[src/rtl/debug_halt_controller.sv]
// Debug halt controller: turns a debug halt request into a fetch stall, tracks in-flight work,
// reports a flushed pipeline and issues PC load strobes while halted. Define DEBUG_HALT_TIMEOUT_EN for a drain watchdog.
module debug_halt_controller #(
    parameter int COUNT_BITS     = 3,
    parameter int SETTLE_CYCLES  = 2,
    parameter int TIMEOUT_CYCLES = 1024
) (
    input  logic        i_Clock,
    input  logic        i_Reset,
    input  logic        i_Halt_Request,
    input  logic        i_Issue,
    input  logic        i_Retire,
    input  logic        i_Squash,
    input  logic [1:0]  i_Squash_Count,
    input  logic        i_Mem_Busy,
    input  logic        i_Write_PC_Enable,
    input  logic [31:0] i_Write_PC_Data,
    output logic        o_Stall_Fetch,
    output logic        o_Pipeline_Flushed,
    output logic        o_PC_Load,
    output logic [31:0] o_PC_Load_Data,
    output logic        o_Drain_Timeout
);
    localparam int CW = COUNT_BITS + 2;
    localparam int SW = $clog2(SETTLE_CYCLES + 1);
    localparam logic [SW-1:0] SETTLE_TARGET = SW'(SETTLE_CYCLES);

    typedef enum logic [1:0] {
        ST_RUN    = 2'b00,
        ST_DRAIN  = 2'b01,
        ST_HALTED = 2'b10
    } state_t;

    state_t                state_r;
    logic [COUNT_BITS-1:0] count_r;
    logic [COUNT_BITS-1:0] next_count_s;
    logic [CW-1:0]         sum_s;
    logic [SW-1:0]         settle_r;
    logic [SW-1:0]         settle_inc_s;
    logic                  wpc_prev_r;
    logic                  wpc_edge_s;
    logic                  quiet_s;

`ifdef DEBUG_HALT_TIMEOUT_EN
    localparam int WD_BITS = $clog2(TIMEOUT_CYCLES + 1);
    localparam logic [WD_BITS-1:0] TIMEOUT_TARGET = WD_BITS'(TIMEOUT_CYCLES);
    logic [WD_BITS-1:0] wd_r;
    logic [WD_BITS-1:0] wd_inc_s;
    logic               timeout_r;

    // Watchdog increment
    always_comb begin
        wd_inc_s = wd_r + WD_BITS'(1'b1);
    end

    assign o_Drain_Timeout = timeout_r;
`else
    // The watchdog limit has no effect in this build
    localparam bit TIMEOUT_IGNORED = (TIMEOUT_CYCLES != 32'sd0);
    assign o_Drain_Timeout = TIMEOUT_IGNORED & 1'b0;
`endif

    // Next in-flight count (sign bit clamps at 0, bit COUNT_BITS saturates), quiet and PC-write edge detection
    always_comb begin
        sum_s = {2'b00, count_r}
              + {{(CW-1){1'b0}}, i_Issue}
              - {{(CW-1){1'b0}}, i_Retire}
              - (i_Squash ? {{(CW-2){1'b0}}, i_Squash_Count} : {CW{1'b0}});
        if (sum_s[CW-1]) begin
            next_count_s = {COUNT_BITS{1'b0}};
        end else if (sum_s[COUNT_BITS]) begin
            next_count_s = {COUNT_BITS{1'b1}};
        end else begin
            next_count_s = sum_s[COUNT_BITS-1:0];
        end
        quiet_s      = (next_count_s == {COUNT_BITS{1'b0}}) && !i_Mem_Busy;
        settle_inc_s = settle_r + SW'(1'b1);
        wpc_edge_s   = i_Write_PC_Enable && !wpc_prev_r;
    end

    // In-flight counter and PC-write edge history, updated in every state
    always_ff @(posedge i_Clock) begin
        if (i_Reset) begin
            count_r    <= {COUNT_BITS{1'b0}};
            wpc_prev_r <= 1'b0;
        end else begin
            count_r    <= next_count_s;
            wpc_prev_r <= i_Write_PC_Enable;
        end
    end

    // Halt FSM with registered outputs
    always_ff @(posedge i_Clock) begin
        if (i_Reset) begin
            state_r            <= ST_RUN;
            settle_r           <= {SW{1'b0}};
            o_Stall_Fetch      <= 1'b0;
            o_Pipeline_Flushed <= 1'b0;
            o_PC_Load          <= 1'b0;
            o_PC_Load_Data     <= 32'h0000_0000;
`ifdef DEBUG_HALT_TIMEOUT_EN
            wd_r               <= {WD_BITS{1'b0}};
            timeout_r          <= 1'b0;
`endif
        end else begin
            o_PC_Load <= 1'b0;
            case (state_r)
                ST_RUN: begin
                    settle_r           <= {SW{1'b0}};
                    o_Pipeline_Flushed <= 1'b0;
                    if (i_Halt_Request) begin
                        state_r       <= ST_DRAIN;
                        o_Stall_Fetch <= 1'b1;
`ifdef DEBUG_HALT_TIMEOUT_EN
                        wd_r          <= {WD_BITS{1'b0}};
`endif
                    end else begin
                        o_Stall_Fetch <= 1'b0;
                    end
                end
                ST_DRAIN: begin
`ifdef DEBUG_HALT_TIMEOUT_EN
                    wd_r <= wd_inc_s;
`endif
                    if (!i_Halt_Request) begin
                        state_r            <= ST_RUN;
                        settle_r           <= {SW{1'b0}};
                        o_Stall_Fetch      <= 1'b0;
                        o_Pipeline_Flushed <= 1'b0;
                    end else if (quiet_s && (settle_inc_s == SETTLE_TARGET)) begin
                        state_r            <= ST_HALTED;
                        settle_r           <= {SW{1'b0}};
                        o_Stall_Fetch      <= 1'b1;
                        o_Pipeline_Flushed <= 1'b1;
`ifdef DEBUG_HALT_TIMEOUT_EN
                    end else if (wd_inc_s == TIMEOUT_TARGET) begin
                        state_r            <= ST_HALTED;
                        settle_r           <= {SW{1'b0}};
                        timeout_r          <= 1'b1;
                        o_Stall_Fetch      <= 1'b1;
                        o_Pipeline_Flushed <= 1'b1;
`endif
                    end else begin
                        settle_r           <= quiet_s ? settle_inc_s : {SW{1'b0}};
                        o_Stall_Fetch      <= 1'b1;
                        o_Pipeline_Flushed <= 1'b0;
                    end
                end
                ST_HALTED: begin
                    settle_r <= {SW{1'b0}};
                    // The load is evaluated before the exit so a same-cycle unhalt still delivers it
                    if (wpc_edge_s) begin
                        o_PC_Load      <= 1'b1;
                        o_PC_Load_Data <= i_Write_PC_Data;
                    end
                    if (!i_Halt_Request) begin
                        state_r            <= ST_RUN;
                        o_Stall_Fetch      <= 1'b0;
                        o_Pipeline_Flushed <= 1'b0;
                    end else begin
                        o_Stall_Fetch      <= 1'b1;
                        o_Pipeline_Flushed <= 1'b1;
                    end
                end
                default: begin
                    state_r            <= ST_RUN;
                    settle_r           <= {SW{1'b0}};
                    o_Stall_Fetch      <= 1'b0;
                    o_Pipeline_Flushed <= 1'b0;
                end
            endcase
        end
    end
endmodule

[config.mk]
export PLATFORM = sky130hd
export DESIGN_NAME = debug_halt_controller
export DESIGN_NICKNAME = d
export VERILOG_FILES = /design/src/rtl/debug_halt_controller.sv
export SDC_FILE = /design/constraint.sdc
export NUM_CORES = 1
export LEC_CHECK = 0
export ABC_AREA = 0
export CORE_UTILIZATION = 41
export DETAILED_ROUTE_END_ITERATION = 8
export GPL_TIMING_DRIVEN = 0
export PLACE_DENSITY_LB_ADDON = 0.12
export SYNTH_ARGS = -nofsm -noshare
export SYNTH_HDL_FRONTEND = slang
export SYNTH_SLANG_ARGS = --single-unit
[constraint.sdc]
create_clock -name i_Clock -period 3.65 [get_ports i_Clock]
set_input_delay 0.365 -clock i_Clock [delete_from_list [all_inputs] [get_ports i_Clock]]
set_output_delay 0.365 -clock i_Clock [all_outputs]
set_load 0.01 [all_outputs]
==> results.sh <==
export IMPL_run_status="completed"
export IMPL_hold_class="reg2reg"
export IMPL_yosys_cell_types_count=28
export IMPL_cts_root_buffer="clkbuf_8"
export IMPL_cts_sinks=43
export IMPL_final_design_area_no_fill_um2=2730
export IMPL_clock_tree_htree_level_count=2
export IMPL_detailroute_via_count=1605
export IMPL_initial_core_util_pct=43.6
export IMPL_maxSlewViolCount=0
export IMPL_setup_worst_path_class="in2reg"
export IMPL_final_core_util_pct=66.7
export IMPL_numPortBuffers=76
export IMPL_final_net_count=350
export IMPL_cts_repair_timing_setup_buffer_count=0
export IMPL_multi_input_comb_area_um2=821
export IMPL_final_min_period_over_clock_period_pct=80.0
export IMPL_cp_num_buf_inv=3
export IMPL_setup_slack_ns=0.728
export IMPL_global_route_overflow_total=0
export IMPL_place_ws_ns=0.390
export IMPL_setup_violations_final=0
export IMPL_timing_setup_tns_ns=0
export IMPL_postRouteAntennaNets=0
export IMPL_setup_repair_after_global_routing_missed_its_margin="no"
export IMPL_cell_mode_on_critical_path="fa_1"
export IMPL_ys_ff_latch=43
export IMPL_grt_pass1_vias=1379
export IMPL_vias_cell=4.63
export IMPL_p_per_area_nw_per_um2=376
export IMPL_timing_final_crit_period_ns=2.92
export IMPL_fin_total_pwr_mw=1.03
export IMPL_drt_wirelength_per_cell_um=11.0
export IMPL_area_delta_synth_final_pct=53.0
export IMPL_syn_inst=213
export IMPL_cpMaxStageDelayCell="fa_1"
export IMPL_clkSlewWorstSetupHoldPaths_ns=0.08
export IMPL_postSynthNetCount=267
export IMPL_sequential_fraction_of_the_synthesis_area_pct=48.3
export IMPL_first_iter_violations=64
export IMPL_hold_viol=0
export IMPL_cellLeakagePower_nw=0.989
export IMPL_grt_start_max_net_pins=15
export IMPL_max_clock_freq_mhz=342
export IMPL_grt_first_pass_wirelength_mm=6.09
export IMPL_drive_above_1_share_pct=5.72
export IMPL_chipHeight_um=67.9
export IMPL_fp_dieArea_um2=4620
export IMPL_track_usage_pct=17.8
export IMPL_drv_max_cap_violation_count=0
export IMPL_finalWeightedCongestion=0.770
export IMPL_wirelength_mm=3.82
export IMPL_cts_made_buffers=5
export IMPL_critical_path_startpoint_type="primary input"
export IMPL_grt_antenna_before_repair=0
export IMPL_die_x_um=67.9
export IMPL_post_place_cells=339
export IMPL_critical_path_cell_chain="clkdlybuf4s50_1, nand2_1, fa_1, inv_1, fa_1, inv_1, ha_1, fa_1, xnor2_1, o32ai_4, a41oi_1, nor4_2"
export IMPL_bufs_on_longest_clock_path=2
export IMPL_finClkSkew_ns=0.00720
export IMPL_cts_tree="done"
export IMPL_clock_insertion_delay_worst_skew_ns=0.30
export IMPL_layout_area_seq_um2=861
export IMPL_worst_path_max_fanout=5
export IMPL_antennaDiodeCount=0
export IMPL_finalNonFillerCells=347
export IMPL_floorplan_rows=23
export IMPL_worst_ir_drop_vdd_uv=254
export IMPL_worst_path_largest_cell_delay_ns=0.47
export IMPL_drc=0
export IMPL_floorplan_io_pins=78
export IMPL_timing_critical_path_arrival_ns=3.14
export IMPL_core_area_um2=4090
export IMPL_num_fill_cells=372
export IMPL_worst_hold_slack_ns=0.423
export IMPL_ys_warnings_count=0
export IMPL_cts_hold_repair_buffers=0
export IMPL_placed_area_um2=2610
export IMPL_syn_cell_area_um2=1780
export IMPL_required_ns=3.86
export IMPL_critPathTopFamily="adder cells"
export IMPL_synthesis_area_per_instance_um2=8.37
export IMPL_postcts_resize_cnt=0
export IMPL_dp_hpwl_mm=2.78
export IMPL_critPathCaptureType="flip-flop"
export IMPL_first_pass_iters=4
[synth_stat cells (all sizes together)]
library cell  instances  area share [%]
a21oi                34             9.5
o22ai                 1            0.35
o32ai                 1             1.5
nor3b                 1            0.42
nand2                67              14
ha                    8             5.6
nand4                 1            0.35
buf                   8             2.3
nand3b                1            0.42
conb                  1            0.21
nor4                  1            0.70
nor2                 10             2.1
dfxtp                43              48
a41oi                 2            0.98
o21ai                 1            0.28
xnor2                 1            0.49
clkbuf                4            0.84
nor2b                 5             1.8
or2                   1            0.35
a41o                  1            0.56
fa                    4             4.5
nor3                  2            0.56
nand3                 1            0.28
and2                  1            0.35
inv                  12             2.5
mux2i                 1            0.56
[sequential cells by signal, summed over array words and instances (netlist names)]
signal and count:
o_PC_Load_Data 32, count_r 3, settle_r 2, state_r 2, o_PC_Load 1, o_Pipeline_Flushed 1
o_Stall_Fetch 1, wpc_prev_r 1
[report_power, final]
part	leakage [nW]	internal, mW	total (mW)	switching, mW
combinational	0.580	0.0805	0.149	0.0690
sequential	0.348	0.478	0.481	0.00333
clock	0.0618	0.225	0.396	0.170
[cells in the final DEF, fill, tap and decap left out, drive strengths merged]
master and n:
a41oi 2, conb 1, o21ai 1, nand3b 1, nor3b 1, a41o 1, o22ai 1, and2 1
clkdlybuf4s50 76, or2 1, a21oi 34, clkbuf 10, bufinv 1, inv 13, nor3 2, nand4 1
nand3 1, nor4 1, fa 4, nand2 67, dfxtp 43, nor2 10, ha 8, nor2b 5
o32ai 1, buf 8, xnor2 1, mux2i 1
[cell families after synthesis]
group / share of synthesized area, %
adders and majority gates: 10.1
xor gates and xnor gates: 0.491
other: 0.210
and+or+nand+nor: 21.4
DFF: 48.3
buffers and inverters: 5.68
AOI/OAI and AO/OA: 13.3
muxes: 0.561
[metal layers]
layer / wire (µm) / global-route usage (%) / vias up / share of wire, %
met1: 1750 / 21.0 / 704 / 46
li1: - / - / 844 / -
met4: 40 / 7.03 / 0 / 1.0
met5: 0 / 0 / - / 0
met2: 1680 / 28.2 / 52 / 44
met3: 346 / 7.50 / 5 / 9.1
[worst paths after layout]
kind | from | endpoint | slack [ns] | cells after the start
max | i_Squash | state_r[1]$_SDFFE_PP0P_ | 0.73 | 12
min | settle_r[0]$_SDFF_PP0_ | settle_r[0]$_SDFF_PP0_ | 0.42 | 1
max reg2reg | count_r[1]$_SDFF_PP0_ | state_r[1]$_SDFFE_PP0P_ | 1.09 | 9
min reg2reg | settle_r[0]$_SDFF_PP0_ | settle_r[0]$_SDFF_PP0_ | 0.42 | 1
[cell type report]
class	count	share of cell area, %
inverters	12	1.65
flip-flops and latches	43	31.6
multi-input cells	146	30.1
clock inverters	2	1.42
clock buffers	6	3.03
plain buffers	12	2.06
repair buffers	76	27.9
well taps	50	2.29
Power figures use the tool's default switching activity.
==> RTL edit 1, RTL diff (same flow settings) <==
Encoding of `state_t`: now one-hot (3 bits for 3 states).
--- a/src/rtl/debug_halt_controller.sv
+++ b/src/rtl/debug_halt_controller.sv
@@ -25,10 +25,10 @@
     localparam int SW = $clog2(SETTLE_CYCLES + 1);
     localparam logic [SW-1:0] SETTLE_TARGET = SW'(SETTLE_CYCLES);
 
-    typedef enum logic [1:0] {
-        ST_RUN    = 2'b00,
-        ST_DRAIN  = 2'b01,
-        ST_HALTED = 2'b10
+    typedef enum logic [2:0] {
+        ST_RUN    = 3'b001,
+        ST_DRAIN  = 3'b010,
+        ST_HALTED = 3'b100
     } state_t;
 
     state_t                state_r;
Formal check against the unedited RTL: no difference found for any inputs over 10 cycles, from zero or initial values and one cycle with i_Reset high; not proved beyond that.
==> RTL edit 1 against the original RTL <==
  * Sequential cell count up 1
  * Wire length up 16%
  * Register-to-register slack better by 20 ps
  * Worst setup slack worse by 13 ps
  * Synthesized cell count down 0.47%
  * Maximum frequency down 0.45%
  * Area after synthesis up 3.9%
  * Total power down 9.7%
  * Design area up 0.64%
  * Largest cell class unchanged
  * Largest power group unchanged
  * Highest routed layer unchanged
==> RTL edit 1: results (changes against the original RTL) <==
| Metric | Value |
|---|---|
| Status | finished clean |
| WL final | 4.410 mm (+16%) |
| Worst vdd ir | 0.2558 mV (+0.79%) |
| Synth top cells by count | dfxtp_1, a21oi_1, nand3_1, o21ai_1, clkbuf_1 |
| Largest cells by area after synthesis | dfxtp_1, a21oi_1, nand3_1 |
| IO Port Bufs | 75 (-1.3%) |
| Final Skew | 5.323 ps (-1.873 ps) |
| Gr usage total | 0.1964 (+0.01878) |
| Critical path arrival | 3090 ps (-50 ps) |
| Largest regs | o_PC_Load_Data x32, count_r x3, state_r x3 |
| Fill count | 380 (+2.2%) |
| Syn Nets | 262 (-1.9%) |
| Met3 routed WL | 270 um (-22%) |
| Number of distinct library cells after synthesis | 31 (+11%) |
| WHS Endpoint | o_PC_Load_Data[11] |
| Critical Path Sink | state_r[2] |
| FMAX | 340.7 MHz (-0.45%) |
| Final cell count without fillers | 346 (-0.29%) |
| Met3 usage | 0.06105 (-0.01395) |
| Hold Crit Depth | 2 (+1) |
| Number of global-route vias before repair | 1718 (+25%) |
| Xor/xnor share of the synthesized area | 0.009459 (+0.004547) |
| Wl on met1 | 1.919 mm (+9.8%) |
| 1st-iter DRT viols | 77 (+20%) |
| Routability Congestion | 0.7540 (-2.0%) |
| Switch share | 0.2454 (+0.008758) |
| Logic pwr share | 0.161 (+0.015) |
| Cells after Synth | 212 (-0.47%) |
| Largest net degree at the start of global routing | 13 (-2) |
| Yosys top cell area share | 0.4757 (-0.007131) |
| Synth Area in Compound Gates | 0.2041 (+0.07142) |
| Reg2reg setup slack | 1110 ps (+20 ps) |
| Adder-cell area share of the yosys netlist | 0.07027 (-0.03078) |
[RTL edit 1: cell types whose count changed in the layout (fill, tap and decap cells not counted), sizes merged, moves of 3 or more]
cell / delta
inv: -3
o21ai: +32
nor2: -5
nand2: -64
ha: -4
buf: -6
clkbuf: +13
nand3: +31
[RTL edit 1: layout make-up]
| type | count | area (um2) | share of cell area |
|---|---|---|---|
| Buffer | 19 | 76.32 | 0.02780 |
| Clock buffer | 6 | 72.57 | 0.02644 |
| Clock inverter | 1 | 5.005 | 0.001823 |
| Multi-Input combinational cell | 139 | 857.1 | 0.3122 |
| Inverter | 10 | 37.54 | 0.01367 |
| Tap cell | 52 | 65.06 | 0.02370 |
| Sequential cell | 44 | 880.8 | 0.3209 |
| Timing Repair Buffer | 75 | 750.7 | 0.2735 |
==> RTL edit 2, RTL diff (same settings) <==
Made on the original files. The option `DEBUG_HALT_TIMEOUT_EN` is turned on by a define.
--- a/src/rtl/debug_halt_controller.sv
+++ b/src/rtl/debug_halt_controller.sv
@@ -1,5 +1,7 @@
 // Debug halt controller: turns a debug halt request into a fetch stall, tracks in-flight work,
 // reports a flushed pipeline and issues PC load strobes while halted. Define DEBUG_HALT_TIMEOUT_EN for a drain watchdog.
+`define DEBUG_HALT_TIMEOUT_EN
+
 module debug_halt_controller #(
     parameter int COUNT_BITS     = 3,
     parameter int SETTLE_CYCLES  = 2,
Check against the original RTL: same outputs for any inputs over 10 cycles, from zero or initial values and one cycle with i_Reset high; that may be too few to reach the edited logic, so the function may still have changed.
==> RTL edit 2 against the original RTL <==
  * Worst setup slack worse by 290 ps
  * Hold slack about the same
  * Cell count rose by 29%
  * Sequential cell count rose by 12
  * Critical path depth unchanged
  * Sequential share of layout area increased by 1.2 points
  * Total power is 15% higher
  * Critical path type unchanged
  * Wire length increased by 44%
  * Design area up 23%
  * Area after synthesis up 35%
  * Highest routed layer unchanged
==> RTL edit 2: results (changes against the original RTL) <==
| Metric | Value |
|---|---|
| Largest regs | o_PC_Load_Data x32, wd_r x11, count_r x3 |
| TritonCTS buffer count | 5 (unchanged) |
| Critical path arrival | 3450 ps (+310 ps) |
| Final Max Slew Viols | 0 (unchanged) |
| Pleak | 1.168 nW (+18%) |
| Placed instance area | 0.003259 mm2 (+25%) |
| Crit-path max FO | 4 (-1) |
| FF-to-FF path depth | 10 (+1) |
| Largest net degree at the start of global routing | 16 (+1) |
| Number of distinct library cells after synthesis | 42 (+50%) |
| Chip Width | 78.65 um (+16%) |
| 1st-iter DRT viols | 91 (+42%) |
| Initial antenna violation count | 0 (unchanged) |
| Worst r2r dst | state_r[0] |
| Routability Congestion | 0.7732 (+0.47%) |
| Post-synthesis mux area share | 0.01299 (+0.007373) |
| Status | finished clean |
| Via count | 2196 (+37%) |
| Largest cells by area after synthesis | dfxtp_1, nand2_1, a21oi_1 |
| Reg2reg setup slack | 810 ps (-280 ps) |
| Xor/xnor share of the synthesized area | 0.003636 (-0.001276) |
| Share of cells above drive strength 1 | 0.04267 (-0.01457) |
| Adder-cell area share of the yosys netlist | 0.08000 (-0.02105) |
| Gr usage total | 0.1867 (+0.009044) |
| Synth Area in Compound Gates | 0.1600 (+0.02737) |
| Worst vdd ir | 0.1733 mV (-32%) |
| Switch share | 0.2423 (+0.005650) |
| Final HPWL DP | 4.040 mm (+45%) |
| Final Skew | 7.689 ps (+0.4921 ps) |
| Diodes inserted | 0 (unchanged) |
| Synth top cells by count | nand2_1, dfxtp_1, a21oi_1 |
| Number of global-route vias before repair | 2091 (+52%) |
| Sequential share of the synthesized area | 0.4571 (-0.02566) |
| First-pass GRT wire length | 9.190 mm (+51%) |
| Final-stage net count | 430 (+23%) |
| WL final | 5.499 mm (+44%) |
## RTL edit 2: logic make-up after synthesis
family / Yosys count
flip-flops: 55
buffers and inverters: 28
multiplexers: 3
XOR/XNOR: 1
adder cells (fa/ha/maj): 13
AO/OA/AOI/OAI: 63
AND/OR/NAND/NOR: 129
## RTL edit 2: how the worst max path moves through the flow
stage	startpoint	endpoint	slack (ps)	cells past startpoint
finish	i_Issue	state_r[0]	440	12
global route	i_Issue	state_r[0]	250	12
CTS	i_Issue	state_r[0]	410	12
detailed placement	i_Issue	state_r[0]	100	12
global placement	i_Issue	state_r[0]	170	12
floorplan	i_Retire	state_r[0]	800	12
## RTL edit 2: critical path, stage by stage
cell and delay (ps):
clkdlybuf4s50_1 490, fa_1 170, inv_1 50, fa_1 500, inv_1 40, ha_1 240, fa_1 400, xnor2_1 170
o32ai_1 360, and3_1 290, o31a_1 180, mux2i_1 180
## RTL edit 2: per-stage QoR
| stage | cells | hold slack, ps | setup slack, ps | total power, mW | util |
|---|---|---|---|---|---|
| 5_1_grt | 447 | 461.5 | 253.5 | 1.235 | 0.6031 |
| 2_1_floorplan | 292 | 398.6 | 797.5 | 0.7326 | - |
| 3_5_place_dp | 440 | 417.9 | 102.1 | 0.8071 | 0.5847 |
| 4_1_cts | 447 | 430.2 | 414.7 | 1.195 | 0.6031 |
| 3_3_place_gp | 440 | 412.6 | 174.6 | 0.8034 | 0.5847 |
| 6_report | 447 | 423.7 | 441.3 | 1.181 | 0.6031 |
## RTL edit 2: power by group through the flow
stage          combinational [mW]  sequential (mW)  clock (mW)
2_1_floorplan               0.101            0.632           0
3_3_place_gp                0.171            0.633           0
3_5_place_dp                0.174            0.633           0
4_1_cts                     0.176            0.619       0.400
5_1_grt                     0.197            0.621       0.418
6_report                    0.174            0.619       0.388
## RTL edit 2: layer usage
layer | GRT usage | routed length, um | share of wire
met3 | 0.06860 | 407 | 0.074
met4 | 0.05556 | 56 | 0.010
met1 | 0.2266 | 2555 | 0.46
met5 | 0 | 0 | 0
met2 | 0.3061 | 2480 | 0.45
## RTL edit 2: layout make-up
type / count / area [um2]
inverter: 12 / 45.04
clock buffer: 6 / 72.57
buffer: 16 / 61.31
timing repair buffer: 76 / 760.7
multi-input combinational: 209 / 1201
clock inverter: 1 / 30.03
sequential: 55 / 1101
tap: 72 / 90.09
fill: 528 / 2212
